$ cat config.mk
export PLATFORM = sky130hd
export DESIGN_NAME = fetch_unit
export DESIGN_NICKNAME = d
export VERILOG_FILES = /design/src/rtl/riscv_pkg.sv /design/src/rtl/next_pc_sel.sv /design/src/rtl/fetch_unit.sv
export SDC_FILE = /design/constraint.sdc
export NUM_CORES = 1
export LEC_CHECK = 0
export CORE_MARGIN = 2
export CORE_UTILIZATION = 35
export CTS_CLUSTER_DIAMETER = 80
export DETAILED_ROUTE_END_ITERATION = 16
export PLACE_DENSITY = 0.73
export REMOVE_ABC_BUFFERS = 1
export SETUP_SLACK_MARGIN = 0.3
export SYNTH_ARGS = -nofsm -noshare
export SYNTH_HDL_FRONTEND = slang
export SYNTH_HIERARCHICAL = 1
export SYNTH_SLANG_ARGS = --single-unit
$ cat constraint.sdc
create_clock -name clk -period 5.81 [get_ports clk]
set_input_delay 1.4525 -clock clk [delete_from_list [all_inputs] [get_ports clk]]
set_output_delay 1.4525 -clock clk [all_outputs]
set_load 0.005 [all_outputs]
$ cat src/rtl/riscv_pkg.sv
// Shared RV32 fetch-side definitions.
// Opcodes, the reset nop and fetch FSM states.
package riscv_pkg;

  localparam int XLEN = 32;

  localparam logic [6:0] OP_R    = 7'b0110011;
  localparam logic [6:0] OP_LOAD = 7'b0000011;
  localparam logic [6:0] OP_JALR = 7'b1100111;
  localparam logic [6:0] OP_I    = 7'b0010011;
  localparam logic [6:0] OP_S    = 7'b0100011;
  localparam logic [6:0] OP_B    = 7'b1100011;
  localparam logic [6:0] OP_JAL  = 7'b1101111;

  localparam logic [31:0] NOP_INSTR = 32'h0000_0013;

  typedef enum logic [1:0] {
    S_REQ,
    S_WAIT,
    S_HOLD,
    S_FAULT
  } fetch_state_t;

endpackage

$ cat src/rtl/next_pc_sel.sv
// Next-PC selection for the retiring instruction.
// Jalr beats jump/branch, which beat the sequential pc+4.
module next_pc_sel #(
  parameter int XLEN = 32
) (
  input  logic            branch,
  input  logic            branch_taken,
  input  logic            jump,
  input  logic            jalr,
  input  logic [XLEN-1:0] instr_pc,
  input  logic [XLEN-1:0] imm,
  input  logic [XLEN-1:0] alu_result,
  output logic [XLEN-1:0] next_pc,
  output logic            misaligned
);

  logic w_take;

  always_comb begin
    w_take = jump | (branch & branch_taken);
    if (jalr) begin
      next_pc = {alu_result[XLEN-1:1], 1'b0};
    end else if (w_take) begin
      next_pc = instr_pc + imm;
    end else begin
      next_pc = instr_pc + XLEN'(4);
    end
    misaligned = |next_pc[1:0];
  end

endmodule

$ cat src/rtl/fetch_unit.sv
// Instruction fetch stage: PC, imem handshake and
// the registered instruction handed to decode.
module fetch_unit #(
  parameter int                 XLEN     = 32,
  parameter logic [XLEN-1:0]    RESET_PC = '0
) (
  input  logic            clk,
  input  logic            rst,
  output logic            imem_req,
  output logic [XLEN-1:0] imem_addr,
  input  logic            imem_rvalid,
  input  logic [31:0]     imem_rdata,
  output logic [31:0]     instr,
  output logic [XLEN-1:0] instr_pc,
  output logic [XLEN-1:0] pc_plus4,
  output logic            instr_valid,
  input  logic            instr_ack,
  input  logic            branch,
  input  logic            branch_taken,
  input  logic            jump,
  input  logic            jalr,
  input  logic [XLEN-1:0] imm,
  input  logic [XLEN-1:0] alu_result,
  output logic            fetch_fault
);

  import riscv_pkg::*;

  fetch_state_t    r_state;
  fetch_state_t    w_state_nxt;
  logic [XLEN-1:0] r_pc;
  logic            r_req;
  logic [31:0]     r_instr;
  logic [XLEN-1:0] r_instr_pc;
  logic            r_valid;
  logic            r_fault;
  logic [XLEN-1:0] w_next_pc;
  logic            w_misaligned;
  logic            w_capture;
  logic            w_retire;

  next_pc_sel #(
    .XLEN (XLEN)
  ) u_next_pc_sel (
    .branch       (branch),
    .branch_taken (branch_taken),
    .jump         (jump),
    .jalr         (jalr),
    .instr_pc     (r_instr_pc),
    .imm          (imm),
    .alu_result   (alu_result),
    .next_pc      (w_next_pc),
    .misaligned   (w_misaligned)
  );

  // S_REQ idles one cycle with the request low, so it leaves reset quiet.
  always_comb begin
    w_state_nxt = r_state;
    w_capture   = 1'b0;
    w_retire    = 1'b0;
    case (r_state)
      S_REQ: begin
        if (r_req) w_state_nxt = S_WAIT;
      end
      S_WAIT: begin
        if (imem_rvalid) begin
          w_capture   = 1'b1;
          w_state_nxt = S_HOLD;
        end
      end
      S_HOLD: begin
        if (instr_ack) begin
          w_retire    = 1'b1;
          w_state_nxt = w_misaligned ? S_FAULT : S_REQ;
        end
      end
      default: w_state_nxt = S_FAULT;
    endcase
  end

  always_ff @(posedge clk) begin
    if (rst) begin
      r_state    <= S_REQ;
      r_pc       <= RESET_PC;
      r_req      <= 1'b0;
      r_instr    <= NOP_INSTR;
      r_instr_pc <= RESET_PC;
      r_valid    <= 1'b0;
      r_fault    <= 1'b0;
    end else begin
      r_state <= w_state_nxt;
      r_req   <= (w_state_nxt == S_REQ);
      if (w_capture) begin
        r_instr    <= imem_rdata;
        r_instr_pc <= r_pc;
        r_valid    <= 1'b1;
      end
      if (w_retire) begin
        r_pc    <= w_next_pc;
        r_valid <= 1'b0;
      end
      if (w_state_nxt == S_FAULT) r_fault <= 1'b1;
    end
  end

  assign imem_req    = r_req;
  assign imem_addr   = r_pc;
  assign instr       = r_instr;
  assign instr_pc    = r_instr_pc;
  assign pc_plus4    = r_instr_pc + XLEN'(4);
  assign instr_valid = r_valid;
  assign fetch_fault = r_fault;

endmodule

==> results of run 1 <==
==> power by group <==
part	internal, W	switching [W]
logic	0.000208	0.000229
clock network	0.000298	0.000305
registers	0.000737	0.0000314
==> tightest hold or removal path: cells and delay by family, from the launching register on <==
kind	cells	cell delay, ps
flip-flops	1	310
AND/OR/NAND/NOR	1	50
AO/OA/AOI/OAI	1	50
==> through the flow <==
stage,std cells,power [W],cell area (um2),setup slack [ps]
finish,1430,0.001809,9707,1262
global route,1430,0.001901,9707,1084
CTS,1429,0.001827,9704,1318
detailed placement,1413,0.001220,9420,950.0
global placement,1413,0.001214,9420,982.5
floorplan,907,0.0009682,6700,1679
==> worst max path at each step <==
stage / start / to / slack (ps) / depth (start not counted)
global placement: imm[0] / imem_addr[20] / 980 / 14
CTS: imm[0] / imem_addr[20] / 1320 / 14
floorplan: imm[0] / imem_addr[24] / 1680 / 13
detailed placement: imm[0] / imem_addr[20] / 950 / 14
global route: imm[0] / imem_addr[20] / 1080 / 14
finish: imm[0] / imem_addr[20] / 1260 / 14
==> cells in the mapped netlist, types with 3 or more instances <==
master | count | area (um2)
nand2_1 | 256 | 960.9
a21oi_1 | 148 | 740.7
dfxtp_1 | 101 | 2022
xnor2_1 | 48 | 420.4
nor2_1 | 43 | 161.4
o21ai_0 | 39 | 195.2
ha_1 | 33 | 412.9
clkbuf_1 | 31 | 116.4
nand3_1 | 30 | 150.1
xor2_1 | 27 | 236.5
inv_1 | 24 | 90.09
nand4_1 | 14 | 87.58
a211oi_1 | 13 | 97.59
nor3_1 | 12 | 60.06
and4_1 | 9 | 78.83
buf_2 | 7 | 35.03
a21o_1 | 6 | 45.04
nand2b_1 | 6 | 37.54
and3_1 | 5 | 31.28
buf_1 | 5 | 18.77
o21bai_1 | 5 | 37.54
or3_1 | 5 | 31.28
nand3b_1 | 4 | 30.03
nor2b_1 | 4 | 25.02
nor4_1 | 4 | 25.02
o21a_1 | 4 | 30.03
a311oi_1 | 3 | 26.28
buf_6 | 3 | 33.78
mux2_2 | 3 | 33.78
nand4_4 | 3 | 63.81
o211ai_1 | 3 | 22.52
o311a_1 | 3 | 30.03
o31ai_1 | 3 | 22.52
or2_2 | 3 | 18.77
==> layout make-up <==
type                            count  area [um2]  area share
Tap cell                          265       331.6     0.03416
Sequential cell                   101        2022      0.2083
Inverter                           24       90.09    0.009281
Multi-Input combinational cell    782        4592      0.4731
Timing Repair Buffer              241        2385      0.2457
Clock buffer                        9       225.2     0.02320
Antenna cell                        1       2.502   0.0002578
Clock inverter                      7       58.81    0.006058
==> flip-flops by register name (all words and copies together), names as in the netlist <==
name / count
instr_pc: 32
instr_valid: 1
r_state: 2
fetch_fault: 1
imem_addr: 32
imem_req: 1
instr: 32
==> layer usage <==
metal	vias up	routed length [um]	track usage
li1	3734	-	-
met5	-	0	0
met2	285	11480	0.3657
met1	3408	10560	0.3039
met4	0	1036	0.1170
met3	56	1640	0.03718
==> cell families after synthesis <==
logic type / count (synthesis)
AND/OR/NAND/NOR: 417
adder cells (fa/ha/maj): 34
flip-flops: 101
AO/OA/AOI/OAI: 251
multiplexers: 5
XOR/XNOR: 75
buffers and inverters: 73
==> impl_metrics.csv, run 1 <==
group,metric,value,unit
clock_network,path_clk_slew,70,ps
clock_network,post_cts_buffers,0,
synthesis,synth_adder_area_share,0.06244,
power,power_density,186.4,nW/um2
clock_network,clock_sink_count,101,
hold_path,hold_class,"reg -> reg",
clock_network,clk_path_buf_depth,2,
outcome,outcome,"completed",
placement,dp_hpwl,17900,um
cells_and_area,mostFrequentLayoutCell,"nand2_1",
route,drc,0,
setup_path,r2r_end,"imem_addr[15]",
synthesis,seq_area_frac_synth,0.2916,
timing,fin_hold_ws,454.0,ps
timing,relSlewSlack,0.2752,
clock_network,cts_tree,"built",
route,routedWlPerCell,17.29,um
synthesis,synth_edf_count,0,
setup_path,worstPathCellList,"clkdlybuf4s50_1 > ha_1 > fa_1 > a21o_2 > a31oi_2 > nor4b_2 > o311a_1 > a41oi_2 > o21ai_0 > xor2_1 > o21ai_0 > nand2_1 > nand2_1 > a21oi_1",
synthesis,synth-compound-area-share,0.2131,
timing,tightest_slew,1087,ps
hold_path,holdPathEnd,"instr[30]",
clock_network,ctsHoldBuffers,0,
grt,grt_max_degree,102,
cells_and_area,utilization,0.4987,
cells_and_area,layout-drive-gt1-share,0.04811,
grt,grt_pass1_vias,6885,
synthesis,synthXorXnorAreaFrac,0.09475,
cells_and_area,fillers,1904,
synthesis,avgSynthCellArea,7.252,um2
floorplan,die_area,20950,um2
clock_network,htree_levels,3,
synthesis,synth_flop_cell,"dfxtp_1",
synthesis,ys.warnings.count,6,
setup_path,slowest_stage,"fa_1",
grt,antenna_found_initial,1,
cells_and_area,layout_common_cells,"nand2_1 (256), clkdlybuf4s50_1 (231), a21oi_1 (148)",
cells_and_area,area_growth,40.01,%
power,ir_drop,0.1280,mV
floorplan,core,19460,um2
timing,fin_crit_sh,0.7828,
setup_path,end_kind,"flop",
route,vias,7483,
timing,fin_skew,10.08,ps
route,ant_nets,0,
setup_path,start_kind,"input port",
clock_network,cts_repair_resize_count,0,
synthesis,synth_top_family_by_area,"simple AND/OR/NAND/NOR gates",
route,post_drt_via_cell_ratio,5.233,
timing,fmax,219.9,MHz
timing,setup_viol,0,
setup_path,r2r_cells,12,
clock_network,numCtsBuffers,9,
clock_network,clockRootBuffer,"clkbuf_16",
setup_path,critPathMaxStageDelay,420,ps
setup_path,worstReg2RegStart,"instr_pc[4]",
job,cap_violations,0,
setup_path,cp.arrival,4730,ps
timing,period_needed,4548,ps
synthesis,ys_async_sr_fraction,0,
timing,setup_tns,0,ps
synthesis,netlist_area,6933,um2
setup_path,path_class,"in -> reg",
grt,grt_usage,0.2309,
floorplan,die_y,144.7,um
floorplan,rows,51,
setup_path,r2r_slack,2240,ps
route,dr.pass1.iters,5,
placement,numPortBuffers,233,
power,p_leak,3.498,nW
synthesis,synthMuxAreaShare,0.007760,
route,wl,24720,um
floorplan,ioPinCount,235,
hold_path,min_from,"instr[30]",
synthesis,ys_seq_elements,101,
timing,rsz0062_at_grt,"no",
setup_path,crit_required,5990,ps
timing,finalMaxSlewViolations,0,
cells_and_area,num-nets-final,1297,
setup_path,path_buf_inv,1,
timing,hold_viol,0,
grt,grt_overflow_total,0,
synthesis,syn_inst,956,
clock_network,worstSkewPairLatency,350,ps
synthesis,synthSimpleGateAreaFrac,0.2837,
synthesis,ys_types,74,
setup_path,crit_family,"compound AO/OA/AOI/OAI gates",
hold_path,min_path_cells,2,
setup_path,cp_max_fo,3,
floorplan,start_util,0.3562,
floorplan,die_x,144.7,um
placement,place_congestion,0.9229,
route,drtIter0Drc,595,
grt,grt_pass1_wl,37560,um
Power figures use the tool's default switching activity.
==> run 2, diff against run 1 <==
PLACE_DENSITY = 0.76   (was 0.73)
clock period = 3.65 ns   (was 5.81 ns; I/O delays follow)
==> impl_metrics.csv, run 2 (same netlist as run 1, synthesis figures left out) <==
group,metric,value,unit
clock_network,htree_levels,3,
setup_path,cp_max_fo,2,
clock_network,worstSkewPairLatency,360,ps
power,ir_drop,0.2324,mV
setup_path,cp_common_cell,"a21oi_1",
floorplan,die_area,20950,um2
cells_and_area,layout-drive-gt1-share,0.1483,
clock_network,clock_sink_count,101,
job,cap_violations,0,
setup_path,r2r_slack,530,ps
route,drc,0,
timing,fin_skew,8.943,ps
grt,met1_usage,0.3061,
grt,grt_overflow_total,0,
route,ant_nets,0,
placement,place_congestion,0.9581,
hold_path,holdPathEnd,"instr[12]",
setup_path,slowest_stage,"a311oi_1",
timing,fin_crit_sh,0.9199,
setup_path,r2r_end,"imem_addr[24]",
power,p_seq_frac,0.414,
cells_and_area,layout.cells.non_filler,1522,
setup_path,worstReg2RegStart,"instr_pc[0]",
setup_path,end_kind,"flop",
setup_path,path_class,"in -> reg",
floorplan,ioPinCount,235,
power,power.total,0.002945,W
clock_network,clk_path_buf_depth,2,
route,routedWlPerCell,17.77,um
power,p_leak,4.186,nW
setup_path,critPathMaxStageDelay,460,ps
power,comb_power_share,0.260,
grt,antenna_found_initial,3,
timing,fin_hold_ws,453.3,ps
clock_network,cts_tree,"built",
clock_network,path_clk_slew,70,ps
grt,grtUsageMet3,0.04574,
grt,busiest_layer,"met2",
floorplan,die_x,144.7,um
power,swShare,0.3150,
clock_network,clockRootBuffer,"clkbuf_16",
grt,grt_pass1_vias,7525,
cells_and_area,num-nets-final,1388,
floorplan,core,19460,um2
cells_and_area,mostFrequentLayoutCell,"nand2_1",
timing,rsz0062_at_grt,"yes",
hold_path,min_from,"instr[12]",
timing,relSlewSlack,0.4681,
placement,place_inst,1489,
power,switching_power,0.0009279,W
hold_path,hold_class,"reg -> reg",
placement,dp_hpwl,19670,um
setup_path,crit_required,3940,ps
timing,tightest_slew,797.9,ps
power,p_int,0.002017,W
floorplan,die_y,144.7,um
timing,fmax,297.8,MHz
power,power_density,273.9,nW/um2
grt,grt_pass1_wl,39940,um
grt,grt_max_degree,71,
route,post_drt_via_cell_ratio,5.317,
route,drtIter0Drc,502,
timing,setup_viol,0,
timing,finalMaxSlewViolations,0,
setup_path,start_kind,"input port",
setup_path,cp.arrival,3640,ps
setup_path,worstPathCellList,"clkdlybuf4s50_1 > ha_1 > a21oi_1 > nor2b_1 > o21bai_1 > a311oi_1 > or3_1 > o22ai_1 > xor2_1 > o221a_2 > o31ai_2 > nand2_1 > a21oi_1",
power,clkPwrFrac,0.327,
cells_and_area,area_growth,55.08,%
floorplan,rows,51,
grt,grt_use_met2,0.4096,
route,wl,27050,um
outcome,outcome,"completed",
route,vias,8092,
timing,hold_viol,0,
route,dr.pass1.iters,5,
hold_path,min_path_cells,2,
setup_path,r2r_cells,13,
placement,numPortBuffers,233,
cells_and_area,layout_common_cells,"nand2_1 (256), clkdlybuf4s50_1 (213), a21oi_1 (145)",
grt,grt_usage,0.2456,
floorplan,start_util,0.3562,
clock_network,numCtsBuffers,9,
timing,period_needed,3358,ps
## run 2: cell types whose count changed in the layout (fill, tap and decap cells not counted), sizes merged
cell,before,now
buf,10,102
clkdlybuf4s50,231,213
dlymetal6s2s,0,13
dlygate4sd2,0,4
diode,1,3
clkinvlp,3,2
## run 2: final cells by class
cell class	count	area, um2
Fill cell	1784	8711
Timing Repair Buffer	332	3129
Tap cell	265	331.6
Antenna cell	3	7.507
Sequential cell	101	2047
Clock inverter	6	55.05
Clock buffer	9	225.2
Inverter	24	90.09
Multi-Input combinational cell	782	4866
## run 2: how the worst max path moves through the flow
stage                     startpoint             to  cells after the start
final                        imm[24]  imem_addr[31]                     13
after global routing          imm[0]  imem_addr[24]                     14
after CTS                     imm[2]  imem_addr[30]                     13
after detailed placement      imm[0]  imem_addr[24]                     14
after global placement        imm[0]  imem_addr[24]                     14
after floorplan               imm[0]  imem_addr[24]                     13
## run 2: power groups by stage
stage               combinational (W)  clock, W  sequential, W
floorplan                    0.000292         0        0.00125
global placement             0.000732         0        0.00124
detailed placement           0.000739         0        0.00125
CTS                          0.000748  0.000987        0.00122
global route                 0.000827   0.00104        0.00123
finish                       0.000765  0.000963        0.00122
## run 2: layer usage
| metal | routed length [um] | vias up |
|---|---|---|
| met5 | 0 | - |
| met1 | 11120 | 3750 |
| met2 | 12800 | 350 |
| met4 | 1175 | 0 |
| li1 | - | 3917 |
| met3 | 1961 | 75 |
## run 2: repair_timing
action,CTS,global route
pin swaps,19,26
resized for setup,34,54
setup endpoints to repair,38,25
setup buffers,8,7
hold buffers,0,0
## run 2: per-stage QoR
step,util,setup TNS (ps),area (um2),setup slack (ps)
6_report,0.5524,0,10750,292.4
5_1_grt,0.5524,0,10750,196.6
4_1_cts,0.5364,0,10440,245.6
3_5_place_dp,0.5146,-5561,10020,-468.6
3_3_place_gp,0.5146,-4668,10020,-433.8
2_1_floorplan,-,0,6700,58.62
## run 2: critical path, delay by kind of cell
family                   cells  cell delay [ps]
buffers and inverters        1              440
AO/OA/AOI/OAI                7             1360
AND/OR/NAND/NOR              3              450
adder cells (fa/ha/maj)      1              310
XOR/XNOR                     1              190
==> run 3, diff against run 2 <==
SETUP_SLACK_MARGIN = 0.05   (was 0.3)
==> impl_metrics.csv, run 3 (same netlist as run 1, synthesis figures left out) <==
group,metric,value,unit
grt,met1_usage,0.3065,
cells_and_area,mostFrequentLayoutCell,"nand2_1",
clock_network,path_clk_slew,80,ps
clock_network,clk_path_buf_depth,2,
power,ir_drop,0.2272,mV
timing,fin_crit_sh,0.9527,
route,post_drt_via_cell_ratio,5.253,
timing,relSlewSlack,0.4796,
setup_path,worstReg2RegStart,"instr_pc[10]",
timing,fin_skew,8.299,ps
job,cap_violations,0,
route,routedWlPerCell,17.43,um
grt,grtUsageMet3,0.04245,
clock_network,clock_sink_count,101,
cells_and_area,layout.cells.non_filler,1509,
floorplan,die_y,144.7,um
floorplan,die_x,144.7,um
setup_path,end_kind,"flop",
clock_network,htree_levels,3,
cells_and_area,num-nets-final,1377,
setup_path,cp_max_fo,4,
timing,fin_hold_ws,453.4,ps
route,drc,0,
power,comb_power_share,0.256,
hold_path,min_path_cells,2,
setup_path,r2r_cells,12,
grt,grt_use_met2,0.4012,
power,p_leak,3.963,nW
power,swShare,0.3128,
route,drtIter0Drc,575,
clock_network,cts_tree,"built",
setup_path,crit_required,3860,ps
placement,place_congestion,0.9581,
power,power.total,0.002932,W
placement,place_inst,1489,
timing,rsz0062_at_grt,"yes",
grt,busiest_layer,"met2",
floorplan,start_util,0.3562,
route,wl,26310,um
power,switching_power,0.0009171,W
grt,grt_max_degree,71,
grt,grt_pass1_vias,7402,
power,p_int,0.002015,W
placement,numPortBuffers,233,
placement,dp_hpwl,19670,um
setup_path,r2r_end,"imem_addr[30]",
grt,grt_usage,0.2426,
floorplan,ioPinCount,235,
hold_path,holdPathEnd,"instr[12]",
timing,fmax,287.6,MHz
floorplan,core,19460,um2
timing,period_needed,3477,ps
timing,finalMaxSlewViolations,0,
route,ant_nets,0,
power,power_density,281.1,nW/um2
floorplan,rows,51,
clock_network,worstSkewPairLatency,360,ps
floorplan,die_area,20950,um2
cells_and_area,utilization,0.5360,
clock_network,ctsHoldBuffers,0,
grt,grt_overflow_total,0,
setup_path,path_class,"in -> reg",
hold_path,min_from,"instr[12]",
power,clkPwrFrac,0.328,
cells_and_area,layout-drive-gt1-share,0.1231,
power,p_seq_frac,0.416,
timing,setup_tns,0,ps
clock_network,numCtsBuffers,9,
grt,grt_pass1_wl,39370,um
setup_path,cp.arrival,3690,ps
timing,setup_viol,0,
setup_path,r2r_slack,600,ps
timing,hold_viol,0,
route,vias,7927,
clock_network,clockRootBuffer,"clkbuf_16",
hold_path,hold_class,"reg -> reg",
route,dr.pass1.iters,6,
cells_and_area,area_growth,50.48,%
timing,tightest_slew,780.6,ps
cells_and_area,layout_common_cells,"nand2_1 (256), clkdlybuf4s50_1 (229), a21oi_1 (147)",
setup_path,startpoint,"imm[2]",
setup_path,start_kind,"input port",
outcome,outcome,"completed",
grt,antenna_found_initial,1,
-- run 3: cell types whose count changed in the layout (fill, tap and decap cells not counted), moves of 5 or more --
cell             previous run  this run
clkdlybuf4s50_1           213       229
dlymetal6s2s_1             13         2
ha_4                       11         1
buf_4                      96        87
ha_1                       22        30
dfxtp_4                     5         0
o21ai_0                    32        37
-- run 3: layout make-up --
type / count / area (um2)
well taps: 265 / 331.6
clock buffers: 9 / 225.2
inverters: 24 / 90.09
diodes: 1 / 2.502
flip-flops and latches: 101 / 2029
multi-input cells: 782 / 4683
repair buffers: 321 / 3015
fillers: 1843 / 9030
clock inverters: 6 / 55.05
-- run 3: through the flow --
step | instance area (um2) | setup slack, ps
2_1_floorplan | 6700 | 58.62
3_3_place_gp | 10020 | -433.8
3_5_place_dp | 10020 | -468.6
4_1_cts | 10320 | 19.73
5_1_grt | 10430 | 0.6253
6_report | 10430 | 172.6
-- run 3: worst max-delay path by stage --
stage / end / depth (start not counted) / slack, ps
floorplan: imem_addr[24] / 13 / 60
global placement: imem_addr[24] / 14 / -430
detailed placement: imem_addr[24] / 14 / -470
CTS: imem_addr[24] / 14 / 20
global route: imem_addr[24] / 13 / 0.6
finish: imem_addr[24] / 13 / 170
-- run 3: timing repair --
| item | in CTS | in global routing |
|---|---|---|
| buffers inserted | 2 | 2 |
| pin swaps | 2 | 15 |
| endpoints found under the setup margin | 12 | 22 |
| resized for setup | 5 | 23 |
-- run 3: worst max-delay path: stages --
cell,delay [ps]
clkdlybuf4s50_1,400
ha_1,360
a21o_4,160
a31oi_4,90
nor4b_4,290
o311a_1,220
a41oi_2,150
o31a_4,390
o21ai_2,180
xor2_1,110
a221o_1,290
nand2_1,60
a21oi_1,60
-- run 3: power groups by stage --
stage	registers, W	clock network [W]	logic [W]
floorplan	0.00125	0	0.000292
global placement	0.00124	0	0.000732
detailed placement	0.00125	0	0.000739
CTS	0.00122	0.000987	0.000744
global route	0.00123	0.00103	0.000814
finish	0.00122	0.000961	0.000750
-- run 3: metal layers --
metal  routed length (um)  vias up
met2                12280      302
met4                 1121        0
li1                     -     3887
met1                11050     3671
met3                 1857       67
met5                    0        -
